===== src/rtl/kf8259_interrupt_acknowledge_control_pkg.sv =====
// Shared types and helpers for the 8259 acknowledge sequencer: sequence states,
// byte rotation and a lowest-index priority encoder.
package kf8259_common_pkg;

   localparam int IRQ_COUNT = 8;

   typedef enum logic [1:0] {
      IDLE  = 2'd0,
      ACK1  = 2'd1,
      WAIT2 = 2'd2,
      ACK2  = 2'd3
   } ack_state_t;

   typedef struct packed {
      logic       valid;
      logic [2:0] index;
   } prio_result_t;

   function automatic logic [7:0] rotate_right8(input logic [7:0] value, input logic [2:0] amount);
      logic [15:0] doubled;
      doubled = {value, value};
      return doubled[amount +: 8];
   endfunction

   function automatic logic [7:0] rotate_left8(input logic [7:0] value, input logic [2:0] amount);
      logic [15:0] doubled;
      logic [3:0]  start;
      doubled = {value, value};
      start   = 4'd8 - {1'b0, amount};
      return doubled[start +: 8];
   endfunction

   function automatic prio_result_t priority_encode8(input logic [7:0] value);
      prio_result_t result;
      result.valid = |value;
      result.index = 3'd0;
      for (int i = 7; i >= 0; i--) begin
         if (value[i]) result.index = 3'(i);
      end
      return result;
   endfunction

endpackage


===== src/rtl/kf8259_interrupt_acknowledge_control_if.sv =====
// Request/bus/command signal bundle around the acknowledge sequencer.
interface kf8259_interrupt_acknowledge_control_if;

   logic [7:0] interrupt_request_register;
   logic [7:0] interrupt_mask;
   logic       interrupt_acknowledge_n;
   logic [4:0] vector_base;
   logic       auto_eoi;
   logic       rotate_on_eoi;
   logic       eoi_valid;
   logic       eoi_specific;
   logic [2:0] eoi_level;
   logic       interrupt;
   logic       freeze;
   logic [7:0] clear_interrupt_request;
   logic [7:0] in_service_register;
   logic [2:0] lowest_priority;
   logic [7:0] data_out;
   logic       data_out_enable;

   modport slave (
      input  interrupt_request_register,
      input  interrupt_mask,
      input  interrupt_acknowledge_n,
      input  vector_base,
      input  auto_eoi,
      input  rotate_on_eoi,
      input  eoi_valid,
      input  eoi_specific,
      input  eoi_level,
      output interrupt,
      output freeze,
      output clear_interrupt_request,
      output in_service_register,
      output lowest_priority,
      output data_out,
      output data_out_enable
   );

   modport master (
      output interrupt_request_register,
      output interrupt_mask,
      output interrupt_acknowledge_n,
      output vector_base,
      output auto_eoi,
      output rotate_on_eoi,
      output eoi_valid,
      output eoi_specific,
      output eoi_level,
      input  interrupt,
      input  freeze,
      input  clear_interrupt_request,
      input  in_service_register,
      input  lowest_priority,
      input  data_out,
      input  data_out_enable
   );

endinterface


===== src/rtl/kf8259_interrupt_acknowledge_control_priority_resolver.sv =====
// Picks the highest-priority set bit of a request byte under a rotating
// pointer: level (lowest_priority+1) is highest, descending cyclically.
module kf8259_priority_resolver
   import kf8259_common_pkg::*;
(
   input  logic [7:0] request,
   input  logic [2:0] lowest_priority,
   output logic [2:0] level,
   output logic       valid
);

   logic [2:0]   highest;
   prio_result_t encoded;

   assign highest = lowest_priority + 3'd1;

   // Rotate so the highest-priority level lands on bit 0, then undo the offset.
   always_comb begin
      encoded = priority_encode8(rotate_right8(request, highest));
   end

   assign level = encoded.index + highest;
   assign valid = encoded.valid;

endmodule


===== src/rtl/kf8259_interrupt_acknowledge_control.sv =====
// 8259 interrupt acknowledge sequencer: priority resolution, INT generation,
// 8086 two-pulse INTA handling and ISR / rotation / EOI maintenance.
//
//   state | meaning
//   IDLE  | no acknowledge in progress; INT follows the resolved winner
//   ACK1  | first INTA# low seen, level latched; waiting for INTA# to rise
//   WAIT2 | between pulses; waiting for second INTA# falling edge
//   ACK2  | vector on the bus while INTA# low; release on rising edge
module kf8259_interrupt_acknowledge_control #(
   parameter int         IRQ_COUNT      = kf8259_common_pkg::IRQ_COUNT,
   parameter logic [2:0] SPURIOUS_LEVEL = 3'd7
) (
   input logic                                  clock,
   input logic                                  reset_n,
   kf8259_interrupt_acknowledge_control_if.slave bus
);

   import kf8259_common_pkg::*;

   if (IRQ_COUNT != 8) begin : g_irq_count_check
      $error("kf8259_interrupt_acknowledge_control supports only IRQ_COUNT = 8");
   end

   ack_state_t state;
   logic       inta_prev;
   logic [2:0] ack_level;
   logic       ack_spurious;

   logic       inta_fall;
   logic       inta_rise;
   logic [7:0] candidate;
   logic [2:0] req_level;
   logic       req_valid;
   logic [2:0] isr_level;
   logic       isr_valid;
   logic [2:0] highest;
   logic [2:0] req_rank;
   logic [2:0] isr_rank;
   logic       winner_valid;

   logic       ack_take;
   logic       auto_clear;
   logic       eoi_hit;
   logic [2:0] eoi_target;
   logic [7:0] isr_set;
   logic [7:0] isr_clear;
   logic [7:0] isr_next;
   logic [2:0] lowest_next;

   assign inta_fall = inta_prev & ~bus.interrupt_acknowledge_n;
   assign inta_rise = ~inta_prev & bus.interrupt_acknowledge_n;
   assign candidate = bus.interrupt_request_register & ~bus.interrupt_mask;

   kf8259_priority_resolver u_request_resolver (
      .request         (candidate),
      .lowest_priority (bus.lowest_priority),
      .level           (req_level),
      .valid           (req_valid)
   );

   kf8259_priority_resolver u_service_resolver (
      .request         (bus.in_service_register),
      .lowest_priority (bus.lowest_priority),
      .level           (isr_level),
      .valid           (isr_valid)
   );

   // Rank 0 is the highest priority; fully nested means strictly better rank.
   assign highest      = bus.lowest_priority + 3'd1;
   assign req_rank     = req_level - highest;
   assign isr_rank     = isr_level - highest;
   assign winner_valid = req_valid && (!isr_valid || (req_rank < isr_rank));

   always_comb begin
      ack_take    = (state == IDLE) && inta_fall;
      auto_clear  = (state == ACK2) && inta_rise && bus.auto_eoi && !ack_spurious;
      eoi_target  = bus.eoi_specific ? bus.eoi_level : isr_level;
      eoi_hit     = bus.eoi_valid &&
                    (bus.eoi_specific ? bus.in_service_register[bus.eoi_level] : isr_valid);
      isr_set     = 8'h00;
      isr_clear   = 8'h00;
      lowest_next = bus.lowest_priority;
      if (ack_take && winner_valid) isr_set = rotate_left8(8'h01, req_level);
      if (eoi_hit) isr_clear = isr_clear | rotate_left8(8'h01, eoi_target);
      if (auto_clear) isr_clear = isr_clear | rotate_left8(8'h01, ack_level);
      // A set in the same cycle as a clear of the same bit must survive.
      isr_next = (bus.in_service_register & ~isr_clear) | isr_set;
      if (eoi_hit && bus.rotate_on_eoi) begin
         lowest_next = eoi_target;
      end else if (auto_clear && bus.rotate_on_eoi) begin
         lowest_next = ack_level;
      end
   end

   always_ff @(posedge clock or negedge reset_n) begin
      if (!reset_n) begin
         state                       <= IDLE;
         inta_prev                   <= 1'b1;
         ack_level                   <= 3'd0;
         ack_spurious                <= 1'b0;
         bus.interrupt               <= 1'b0;
         bus.freeze                  <= 1'b0;
         bus.clear_interrupt_request <= 8'h00;
         bus.in_service_register     <= 8'h00;
         bus.lowest_priority         <= 3'd7;
         bus.data_out                <= 8'h00;
         bus.data_out_enable         <= 1'b0;
      end else begin
         inta_prev                   <= bus.interrupt_acknowledge_n;
         bus.clear_interrupt_request <= 8'h00;
         bus.in_service_register     <= isr_next;
         bus.lowest_priority         <= lowest_next;
         bus.interrupt               <= (state == IDLE) && winner_valid && !inta_fall;
         case (state)
            IDLE: begin
               if (inta_fall) begin
                  state      <= ACK1;
                  bus.freeze <= 1'b1;
                  if (winner_valid) begin
                     ack_level                   <= req_level;
                     ack_spurious                <= 1'b0;
                     bus.clear_interrupt_request <= rotate_left8(8'h01, req_level);
                  end else begin
                     ack_level    <= SPURIOUS_LEVEL;
                     ack_spurious <= 1'b1;
                  end
               end
            end
            ACK1: begin
               if (inta_rise) state <= WAIT2;
            end
            WAIT2: begin
               if (inta_fall) begin
                  state               <= ACK2;
                  bus.data_out        <= {bus.vector_base, ack_level};
                  bus.data_out_enable <= 1'b1;
               end
            end
            ACK2: begin
               if (inta_rise) begin
                  state               <= IDLE;
                  bus.freeze          <= 1'b0;
                  bus.data_out_enable <= 1'b0;
               end
            end
            default: begin
               state               <= IDLE;
               bus.freeze          <= 1'b0;
               bus.data_out_enable <= 1'b0;
            end
         endcase
      end
   end

endmodule


===== src/flat_wrapper.sv =====
// flat-port wrapper written by rule: the top's interface ports become plain ports
module kf8259_interrupt_acknowledge_control_flat import kf8259_common_pkg::*;
#(
   parameter int         IRQ_COUNT      = kf8259_common_pkg::IRQ_COUNT,
   parameter logic [2:0] SPURIOUS_LEVEL = 3'd7
)
  (clock, reset_n, bus_interrupt_request_register, bus_interrupt_mask, bus_interrupt_acknowledge_n, bus_vector_base, bus_auto_eoi, bus_rotate_on_eoi, bus_eoi_valid, bus_eoi_specific, bus_eoi_level, bus_interrupt, bus_freeze, bus_clear_interrupt_request, bus_in_service_register, bus_lowest_priority, bus_data_out, bus_data_out_enable);
  kf8259_interrupt_acknowledge_control_if bus_i ();
  input logic clock;
  input logic reset_n;
  input wire logic [$bits(bus_i.interrupt_request_register)-1:0] bus_interrupt_request_register;
  input wire logic [$bits(bus_i.interrupt_mask)-1:0] bus_interrupt_mask;
  input wire logic [$bits(bus_i.interrupt_acknowledge_n)-1:0] bus_interrupt_acknowledge_n;
  input wire logic [$bits(bus_i.vector_base)-1:0] bus_vector_base;
  input wire logic [$bits(bus_i.auto_eoi)-1:0] bus_auto_eoi;
  input wire logic [$bits(bus_i.rotate_on_eoi)-1:0] bus_rotate_on_eoi;
  input wire logic [$bits(bus_i.eoi_valid)-1:0] bus_eoi_valid;
  input wire logic [$bits(bus_i.eoi_specific)-1:0] bus_eoi_specific;
  input wire logic [$bits(bus_i.eoi_level)-1:0] bus_eoi_level;
  output wire logic [$bits(bus_i.interrupt)-1:0] bus_interrupt;
  output wire logic [$bits(bus_i.freeze)-1:0] bus_freeze;
  output wire logic [$bits(bus_i.clear_interrupt_request)-1:0] bus_clear_interrupt_request;
  output wire logic [$bits(bus_i.in_service_register)-1:0] bus_in_service_register;
  output wire logic [$bits(bus_i.lowest_priority)-1:0] bus_lowest_priority;
  output wire logic [$bits(bus_i.data_out)-1:0] bus_data_out;
  output wire logic [$bits(bus_i.data_out_enable)-1:0] bus_data_out_enable;
  assign bus_i.interrupt_request_register = bus_interrupt_request_register;
  assign bus_i.interrupt_mask = bus_interrupt_mask;
  assign bus_i.interrupt_acknowledge_n = bus_interrupt_acknowledge_n;
  assign bus_i.vector_base = bus_vector_base;
  assign bus_i.auto_eoi = bus_auto_eoi;
  assign bus_i.rotate_on_eoi = bus_rotate_on_eoi;
  assign bus_i.eoi_valid = bus_eoi_valid;
  assign bus_i.eoi_specific = bus_eoi_specific;
  assign bus_i.eoi_level = bus_eoi_level;
  assign bus_interrupt = bus_i.interrupt;
  assign bus_freeze = bus_i.freeze;
  assign bus_clear_interrupt_request = bus_i.clear_interrupt_request;
  assign bus_in_service_register = bus_i.in_service_register;
  assign bus_lowest_priority = bus_i.lowest_priority;
  assign bus_data_out = bus_i.data_out;
  assign bus_data_out_enable = bus_i.data_out_enable;
  kf8259_interrupt_acknowledge_control #(.IRQ_COUNT(IRQ_COUNT), .SPURIOUS_LEVEL(SPURIOUS_LEVEL)) u_core (.clock(clock), .reset_n(reset_n), .bus(bus_i));
endmodule

===== config.mk =====
export PLATFORM = sky130hd
export DESIGN_NAME = kf8259_interrupt_acknowledge_control_flat
export DESIGN_NICKNAME = d
export VERILOG_FILES = /design/src/rtl/kf8259_interrupt_acknowledge_control_pkg.sv /design/src/rtl/kf8259_interrupt_acknowledge_control_if.sv /design/src/rtl/kf8259_interrupt_acknowledge_control_priority_resolver.sv /design/src/rtl/kf8259_interrupt_acknowledge_control.sv /design/src/flat_wrapper.sv
export SDC_FILE = /design/constraint.sdc
export NUM_CORES = 1
export LEC_CHECK = 0
export ABC_AREA = 1
export ABC_CLOCK_PERIOD_IN_PS = 5070
export BUFFER_PORTS_ARGS = -buffer_cell sky130_fd_sc_hd__buf_2
export CAP_MARGIN = 20
export CORE_MARGIN = 5
export CORE_UTILIZATION = 50
export DETAILED_ROUTE_END_ITERATION = 10
export GPL_TIMING_DRIVEN = 0
export PLACE_DENSITY = 0.81
export SETUP_SLACK_MARGIN = 0.15
export SKIP_LAST_GASP = 1
export SLEW_MARGIN = 0
export SYNTH_ARGS = -nofsm -noshare
export SYNTH_HDL_FRONTEND = slang
export SYNTH_SLANG_ARGS = --single-unit

===== constraint.sdc =====
create_clock -name clock -period 5.07 [get_ports clock]
set_input_delay 1.2675 -clock clock [delete_from_list [all_inputs] [get_ports clock]]
set_output_delay 1.2675 -clock clock [all_outputs]
set_load 0.03 [all_outputs]

# == Yosys cells after proc, flatten, opt, wreduce, memory -nomap -nowiden ==
# Index checks and enable logic that the tools add are counted.
# totals
register_bits,37
latchBits,0
ram_bits,0
rom_bits,0
in_bits,31
elab_cells,108
memories,0
# classes
n_addsub,8
n_mul,0
div_mod_pow,0
n_lt_le_gt_ge,2
n_eq_ne,7
shift,5
n_mux,39
bitwise,10
n_reduce_logical,26
# op_table
op,n
3-bit two-way mux,20
8-bit two-way mux,6
"16-bit by 5-bit indexed part select with 8-bit output, first input constant",3
16-bit by 4-bit indexed part select with 8-bit output,2
8-bit AND,2
8-bit NOT,2
8-bit OR,2
8-bit OR reduction,2
"4-bit by 3-bit subtractor with 4-bit output, first input constant",3
1-bit logical AND,11
2-bit two-way mux,4
"2-bit by 1-bit inequality test with 1-bit output, second input constant",4
2-bit case mux with 4 select lines,1
3-bit adder,2
3-bit AND reduction,2
2-bit nonzero test,3
3-bit subtractor,2
1-bit two-way mux,5
"2-bit == test, second input constant",2
"3-bit by 4-bit < comparator with 1-bit output, second input constant",1
1-bit case mux with 2 select lines,2
2-bit AND reduction,2
4-bit AND reduction,1
"3-bit by 1-bit adder with 3-bit output, second input constant",1
8 further kinds,12

# == Longest topological paths before layout ==
# Gate-level depths: netlist of run 1.
# depth
word_depth,20
ltp_mapped,27
depth_no_buf,26

# == Hierarchy ==
# Synthesis of run 1 repeated with hierarchy kept, for this count alone.
# hier_totals
cells_unflattened,449
area_unflattened_um2,3355.7
# modules_own_cells
mod,instances,cells_each,area_each_um2,seq_area_each_um2
kf8259_interrupt_acknowledge_control,1,251,2082.0,930.9
kf8259_priority_resolver,2,99,636.9,0.0

# == Worst setup path after synthesis of run 1 ==
# No wires, ideal clock.
# synth_path
path_type,input to register
startpoint,input bus_interrupt_mask[7]
endpoint,register u_core.bus.in_service_register[0]
arrival_ps,4550
slack_ps,454
path_stages,23
path_cell_list,inv_1 nand3_1 nand3_1 nand2_1 o21ai_1 a21oi_1 o21ai_0 nand2_1 a21boi_0 ha_1 inv_1 fa_1 fa_1 xor2_1 xor2_1 inv_1 ha_1 o21a_1 o21ai_2 nand2_4 nor2_8 nand3_1 nand2_1
# synth_via
elab_chain_len,19
elab_cells_between_ends,22
classes_between,3 x add/sub; 1 x order compare; 2 x shift; 9 x mux; 3 x bitwise; 4 x reduce/logical
# synth_lines
item,line,text
"start, declared",flat_wrapper.sv:12,input wire logic [$bits(bus_i.interrupt_mask)-1:0] bus_interrupt_mask;
8-bit NOT *,kf8259_interrupt_acknowledge_control.sv:52,assign candidate = bus.interrupt_request_register & ~bus.interrupt_mask;
8-bit AND *,kf8259_interrupt_acknowledge_control.sv:52,
16-bit by 4-bit indexed part select with 8-bit output *,kf8259_interrupt_acknowledge_control_pkg.sv:22,return doubled[amount +: 8];
branches (longest 14 deep; another with 4-bit by 3-bit subtractor with 4-bit output),-,
8-bit two-way mux *,kf8259_interrupt_acknowledge_control.sv:83,"if (ack_take && winner_valid) isr_set = rotate_left8(8'h01, req_level);"
8-bit OR *,kf8259_interrupt_acknowledge_control.sv:87,isr_next = (bus.in_service_register & ~isr_clear) | isr_set;
via u_core.isr_next[0],kf8259_interrupt_acknowledge_control.sv:47,logic [7:0] isr_next;
"end signal, assigned",kf8259_interrupt_acknowledge_control.sv:111,bus.in_service_register <= isr_next;
"end, declared",kf8259_interrupt_acknowledge_control_if.sv:34,"output in_service_register,"
# Mark *: on every way through the listed nets, which the timed path passes.
# A chain may end at the register's enable or synchronous reset.

# == Final worst setup path of run 1 ==
# layout_path
startpoint,input bus_interrupt_mask[7]
endpoint,register u_core.bus.in_service_register[4]
# The elaborated chain is that of the path after synthesis.

==> results.json, run 1 <==
{
  "timing.critical_path.from": "bus_interrupt_mask[7]",
  "async_reset_ff_share_pct": 100,
  "setup_viol": 0,
  "yosys.area.top_type": "sky130_fd_sc_hd__dfrtp_1",
  "fin_crit_ns": 4.63,
  "max_freq_ghz": 0.216,
  "count_of_state_elements_after_synthesis": 37,
  "drt_pre_antenna_iters": 5,
  "die_ar_sq_um": 7660,
  "avgSynthCellArea_sq_um": 6.92,
  "length_in_cells_of_the_worst_reg_to_reg_path": 26,
  "layout_worst_path_cycle_share_pct": 91.3,
  "final.setup_skew_ns": 0.00514,
  "post_synth_instance_area_sq_um": 3000,
  "most_repeated_cell_in_the_gate_level_netlist_after_synthesis": "sky130_fd_sc_hd__nand2_1",
  "crit_cells": 24,
  "first_global_vias": 2914,
  "final_hold_fails": 0,
  "wl_per_cell_um": 13.4,
  "grt_max_degree": 38,
  "synth_cells": 434,
  "path_clk_slew_ns": 0.07,
  "synth-edff-count": 0,
  "grt_use_total_pct": 21.0,
  "status": "finished, final reports clean",
  "max-slew-margin-rel_pct": 48.4,
  "cts.htree.levels": 2,
  "first_iter_violations": 180,
  "detailed_place.area_sq_um": 3400,
  "critical_path.reg2reg.startpoint": "u_core.bus.lowest_priority[0]",
  "timing.max_cap.violations": 0,
  "place.port_buffers": 60,
  "grt_setup_unrepaired": "false",
  "crit-reg2reg-capture": "u_core.bus.in_service_register[4]",
  "cts_sinks": 37,
  "root_buffer": "sky130_fd_sc_hd__clkbuf_8",
  "yosysTopAreaCellShare_pct": 27.5,
  "cts_tree": "built",
  "insertion_delay_ns": 0.28,
  "crit_type": "in -> reg",
  "grt_pass1_wl_um": 12800,
  "fp.dieH_um": 87.5,
  "antenna_found_initial": 1,
  "cp-end-kind": "flop",
  "critical_path.endpoint": "u_core.bus.in_service_register[4]",
  "synthesis.yosys.warnings": 0,
  "design.portCount": 61,
  "wirelength_um": 7770,
  "drive_above_1_share_pct": 23.7,
  "highest_cell_delay_on_the_worst_timing_path_ns": 0.47,
  "vias_per_cell": 5.32,
  "list_of_most_frequent_post_synthesis_cells": "141 x sky130_fd_sc_hd__nand2_1, 69 x sky130_fd_sc_hd__nand3_1, 56 x sky130_fd_sc_hd__inv_1",
  "globalplace.congestion": 0.952,
  "timing.hold.worst_path_depth": 2,
  "insertedDiodeCount": 0,
  "critPathLaunchType": "input pin",
  "worst_ep_required_time_ns": 5.29,
  "crit_path_cell_trace": "buf_2, inv_1, nand3_1, nand3_1, nand2_1, o21ai_1, a21oi_1, o21ai_1, nand2_1, a21boi_2, ha_2, inv_1, fa_2, fa_1, xor2_1, xor2_1, inv_1, ha_1, o21a_1, o21ai_4, nand2_4, nor2_8, nand3_1, nand2_1",
  "placeableCoreArea_sq_um": 5890,
  "internal_reg_to_reg_setup_slack_ns": 0.46,
  "final_net_count": 550,
  "hp-start": "u_core.bus.data_out[1]",
  "critPathTopFamily": "adder cells",
  "synth_sequential_area_ratio_pct": 31.0,
  "cp_num_buf_inv": 4,
  "detailed_place_hpwl_um": 6130,
  "cts-root-to-sink-buffers": 2,
  "netlist_top_cells_area": "sky130_fd_sc_hd__dfrtp_1 27%, sky130_fd_sc_hd__nand2_1 18%, sky130_fd_sc_hd__nand3_1 11%",
  "cpMaxStageDelayCell": "sky130_fd_sc_hd__fa_2",
  "detailroute.via_count": 3098,
  "yosys.cell_types.count": 35,
  "floorplan.initialDensity_pct": 51.0,
  "final-max-slew-violation-count": 0,
  "min-delay-path-class": "reg -> reg",
  "post-route-cell-area_sq_um": 3560,
  "num-fill-cells": 546,
  "timing.critical_path.fanout_max": 5,
  "arrival_time_at_the_worst_endpoint_ns": 4.85,
  "synth_ff_type": "sky130_fd_sc_hd__dfrtp_1",
  "grt_overflow_total": 0,
  "tightest_slew_ns": 0.774,
  "placement_rows": 28,
  "die-width_um": 87.5,
  "ant_nets_after_route": 0,
  "cts-hold-fix-buffers": 0,
  "cts_inserted_buffers": 5,
  "flow.area_growth_from_synthesis_pct": 18.7,
  "number_of_drc_violations_after_detailed_routing": 0,
  "postSynthNetCount": 478
}
## worst min-delay path, stage by stage (launching register included)
cell	delay (ns)
sky130_fd_sc_hd__dfrtp_1	0.34
sky130_fd_sc_hd__nand2_1	0.05
sky130_fd_sc_hd__o21ai_0	0.06
## how the worst min path moves through the flow
| stage | to |
|---|---|
| floorplan | u_core.ack_spurious |
| global placement | u_core.bus.data_out[0] |
| detailed placement | u_core.bus.freeze |
| CTS | u_core.bus.lowest_priority[1] |
| global route | u_core.bus.data_out[1] |
| finish | u_core.bus.data_out[1] |
## repair_timing
item,4_1_cts,5_1_grt
pin swaps,0,5
cloned,0,1
gates resized for setup,1,10
buffers inserted,0,4
setup endpoints to repair,17,21
## layout make-up
class	count	area, sq um	share of cell area, %
well taps	75	93.8	2.63
multi-input cells	329	1800	50.6
inverters	60	233	6.53
flip-flops and latches	37	931	26.1
plain buffers	9	83.8	2.35
clock buffers	8	90.1	2.53
repair buffers	64	330	9.27
## state kept, by name, indices dropped and copies added, names as in the netlist
name	flops
u_core.ack_level	3
u_core.ack_spurious	1
u_core.bus.clear_interrupt_request	8
u_core.bus.data_out	8
u_core.bus.data_out_enable	1
u_core.bus.freeze	1
u_core.bus.in_service_register	8
u_core.bus.interrupt	1
u_core.bus.lowest_priority	3
u_core.inta_prev	1
u_core.state	2
## cell families after synthesis
family / synth area share (%)
flip-flops: 31.0
multiplexers: 1.87
AO/OA/AOI/OAI: 9.87
AND/OR/NAND/NOR: 39.4
buffers and inverters: 10.3
adder cells (fa/ha/maj): 6.41
XOR/XNOR: 1.17
## through the flow
step	cells	worst slack, ns	utilization, %	hold WS (ns)	setup TNS, ns
floorplan	434	0.454	-	0.481	0
global placement	569	-0.0355	57.7	0.466	-0.334
detailed placement	569	-0.148	57.7	0.475	-2.24
CTS	577	0.185	59.3	0.490	0
global route	582	0.151	60.6	0.519	0
finish	582	0.441	60.6	0.487	0
## layer usage
| metal | vias to the layer above | part of all wire, % | GRT usage [%] |
|---|---|---|---|
| met5 | - | 0.090 | 0 |
| met4 | 2 | 1.4 | 7.53 |
| met3 | 10 | 8.5 | 3.88 |
| met2 | 134 | 51 | 36.3 |
| met1 | 1405 | 39 | 26.0 |
| li1 | 1547 | - | - |
## cells in the final DEF, fill, tap and decap left out, drive strengths merged, types with 5 or more instances in the layout
| cell | instances |
|---|---|
| a21oi | 14 |
| a31oi | 6 |
| buf | 72 |
| clkbuf | 9 |
| dfrtp | 33 |
| ha | 9 |
| inv | 60 |
| mux2 | 5 |
| nand2 | 151 |
| nand3 | 75 |
| nor2 | 24 |
| o21ai | 22 |
Power of run 1 is not shown: default switching activity piles up to over one toggle a cycle in this logic, so the estimate is an artifact.
==> run 2, diff against run 1 <==
Settings changed: BUFFER_PORTS_ARGS -buffer_cell sky130_fd_sc_hd__buf_2 to -buffer_cell sky130_fd_sc_hd__buf_4, CTS_BUF_LIST from default to sky130_fd_sc_hd__clkbuf_4.
==> results.json, run 2 (synthesis gave the netlist of run 1 again) <==
{
  "status": "finished, final reports clean",
  "detailroute.via_count": 3138,
  "final_hold_fails": 0,
  "worst_ep_required_time_ns": 5.35,
  "detailed_place_hpwl_um": 6200,
  "grt_use_total_pct": 20.3,
  "crit_type": "in -> reg",
  "multiInputGateArea_sq_um": 1830,
  "gr-usage-met3_pct": 2.74,
  "die_ar_sq_um": 7660,
  "insertedDiodeCount": 0,
  "regArea_sq_um": 931,
  "drt_pre_antenna_iters": 5,
  "globalplace.congestion": 0.924,
  "first_iter_violations": 184,
  "cts.htree.levels": 2,
  "cts_sinks": 37,
  "wl_per_cell_um": 13.4,
  "cp-end-kind": "flop",
  "use_met2_pct": 35.8,
  "arrival_time_at_the_worst_endpoint_ns": 5.01,
  "globalRoute.busiestLayer": "met2",
  "die-width_um": 87.5,
  "critPathLaunchType": "input pin",
  "design.portCount": 61,
  "drive_above_1_share_pct": 26.5,
  "detailed_place.area_sq_um": 3550,
  "setup_viol": 0,
  "cts-root-to-sink-buffers": 2,
  "cts_inserted_buffers": 5,
  "antenna_found_initial": 0,
  "grt_setup_unrepaired": "false",
  "final.setup_skew_ns": 0.00364,
  "timing.max_cap.violations": 0,
  "ant_nets_after_route": 0,
  "post-route-cell-area_sq_um": 3760,
  "cts_tree": "built",
  "globalRouteMet1Util_pct": 25.7,
  "layout_worst_path_cycle_share_pct": 93.2,
  "cts-hold-fix-buffers": 0,
  "grt_max_degree": 38,
  "placement_rows": 28,
  "dp_slack_ns": -0.150,
  "flow.area_growth_from_synthesis_pct": 25.3,
  "max_freq_ghz": 0.212,
  "insertion_delay_ns": 0.33,
  "fp.dieH_um": 87.5,
  "path_clk_slew_ns": 0.10,
  "fin_crit_ns": 4.73,
  "floorplan.initialDensity_pct": 51.0,
  "wirelength_um": 7880,
  "grt_pass1_wl_um": 12500,
  "max-slew-margin-rel_pct": 70.5,
  "num-fill-cells": 536,
  "vias_per_cell": 5.34,
  "final_net_count": 556,
  "first_global_vias": 2872,
  "reg_top3": "u_core.bus.clear_interrupt_request: 8 flops, u_core.bus.data_out: 8 flops, u_core.bus.in_service_register: 8 flops",
  "root_buffer": "sky130_fd_sc_hd__clkbuf_4",
  "placeableCoreArea_sq_um": 5890,
  "layout_commonest_cell": "sky130_fd_sc_hd__nand2_1",
  "number_of_drc_violations_after_detailed_routing": 0,
  "min-delay-path-class": "reg -> reg",
  "timing.critical_path.fanout_max": 6,
  "top_library_cells_by_usage_in_the_layout_fill_and_taps_aside": "139 x sky130_fd_sc_hd__nand2_1, 72 x sky130_fd_sc_hd__buf_4, 64 x sky130_fd_sc_hd__nand3_1",
  "place.port_buffers": 60,
  "final-max-slew-violation-count": 0,
  "final.setup.worst_slack_ns": 0.345,
  "grt_overflow_total": 0,
  "tightest_slew_ns": 0.443
}
-- run 2: area by class of cell --
cell class | count | area share, %
well taps | 75 | 2.49
multi-input cells | 328 | 48.6
repair buffers | 71 | 14.3
clock buffers | 7 | 1.40
flip-flops and latches | 37 | 24.7
plain buffers | 9 | 2.23
inverters | 60 | 6.18
clock inverters | 1 | 0.0997
-- run 2: critical path, cell delays in order --
cell and delay, ns:
sky130_fd_sc_hd__buf_4 0.11, sky130_fd_sc_hd__inv_1 0.08, sky130_fd_sc_hd__nand3_2 0.07, sky130_fd_sc_hd__nand3_1 0.11, sky130_fd_sc_hd__nand2_2 0.07, sky130_fd_sc_hd__o21ai_2 0.15
sky130_fd_sc_hd__a21oi_1 0.09, sky130_fd_sc_hd__o21ai_1 0.15, sky130_fd_sc_hd__nand2_1 0.09, sky130_fd_sc_hd__a21boi_2 0.14, sky130_fd_sc_hd__ha_2 0.21, sky130_fd_sc_hd__inv_1 0.07
sky130_fd_sc_hd__fa_2 0.49, sky130_fd_sc_hd__fa_2 0.53, sky130_fd_sc_hd__inv_1 0.04, sky130_fd_sc_hd__ha_1 0.27, sky130_fd_sc_hd__nand2_1 0.07, sky130_fd_sc_hd__a31oi_1 0.04
sky130_fd_sc_hd__o21a_1 0.19, sky130_fd_sc_hd__o21ai_2 0.22, sky130_fd_sc_hd__nand2_4 0.10, sky130_fd_sc_hd__nor2_8 0.15, sky130_fd_sc_hd__buf_6 0.12, sky130_fd_sc_hd__nand3_1 0.08
sky130_fd_sc_hd__nand2_1 0.08
-- run 2: what timing repair did --
item,in CTS,in global routing
resized for setup,1,23
pin swaps,0,11
hold endpoints to repair,0,0
buffers inserted,0,11
setup endpoints to repair,19,21
-- run 2: per-stage QoR --
step,hold slack [ns],TNS [ns],util (%),instances
after global placement,0.473,-0.582,60.3,569
after detailed placement,0.475,-2.50,60.3,569
after floorplan,0.481,0,-,434
after CTS,0.496,0,61.3,577
final,0.506,0,63.9,588
after global routing,0.521,0,63.9,588
-- run 2: path summary, 6_finish.rpt --
kind / end / start / depth (start not counted) / slack, ns
worst min-delay path: u_core.bus.data_out[0] / u_core.bus.data_out[0] / 2 / 0.51
worst max register to register: u_core.bus.in_service_register[5] / u_core.bus.lowest_priority[1] / 27 / 0.38
min in group asynchronous: u_core.bus.data_out[4] / reset_n / 1 / 0.87
worst min register to register: u_core.bus.data_out[0] / u_core.bus.data_out[0] / 2 / 0.51
worst max-delay path: u_core.bus.in_service_register[5] / bus_interrupt_mask[7] / 25 / 0.34
max in group asynchronous: u_core.bus.lowest_priority[2] / reset_n / 1 / 3.87
-- run 2: metal layers --
layer	part of all wire (%)	vias up
met5	0	-
met4	1.5	0
met3	7.7	16
met2	51	132
met1	40	1435
li1	-	1555
Power of run 2 is left out for the same reason.
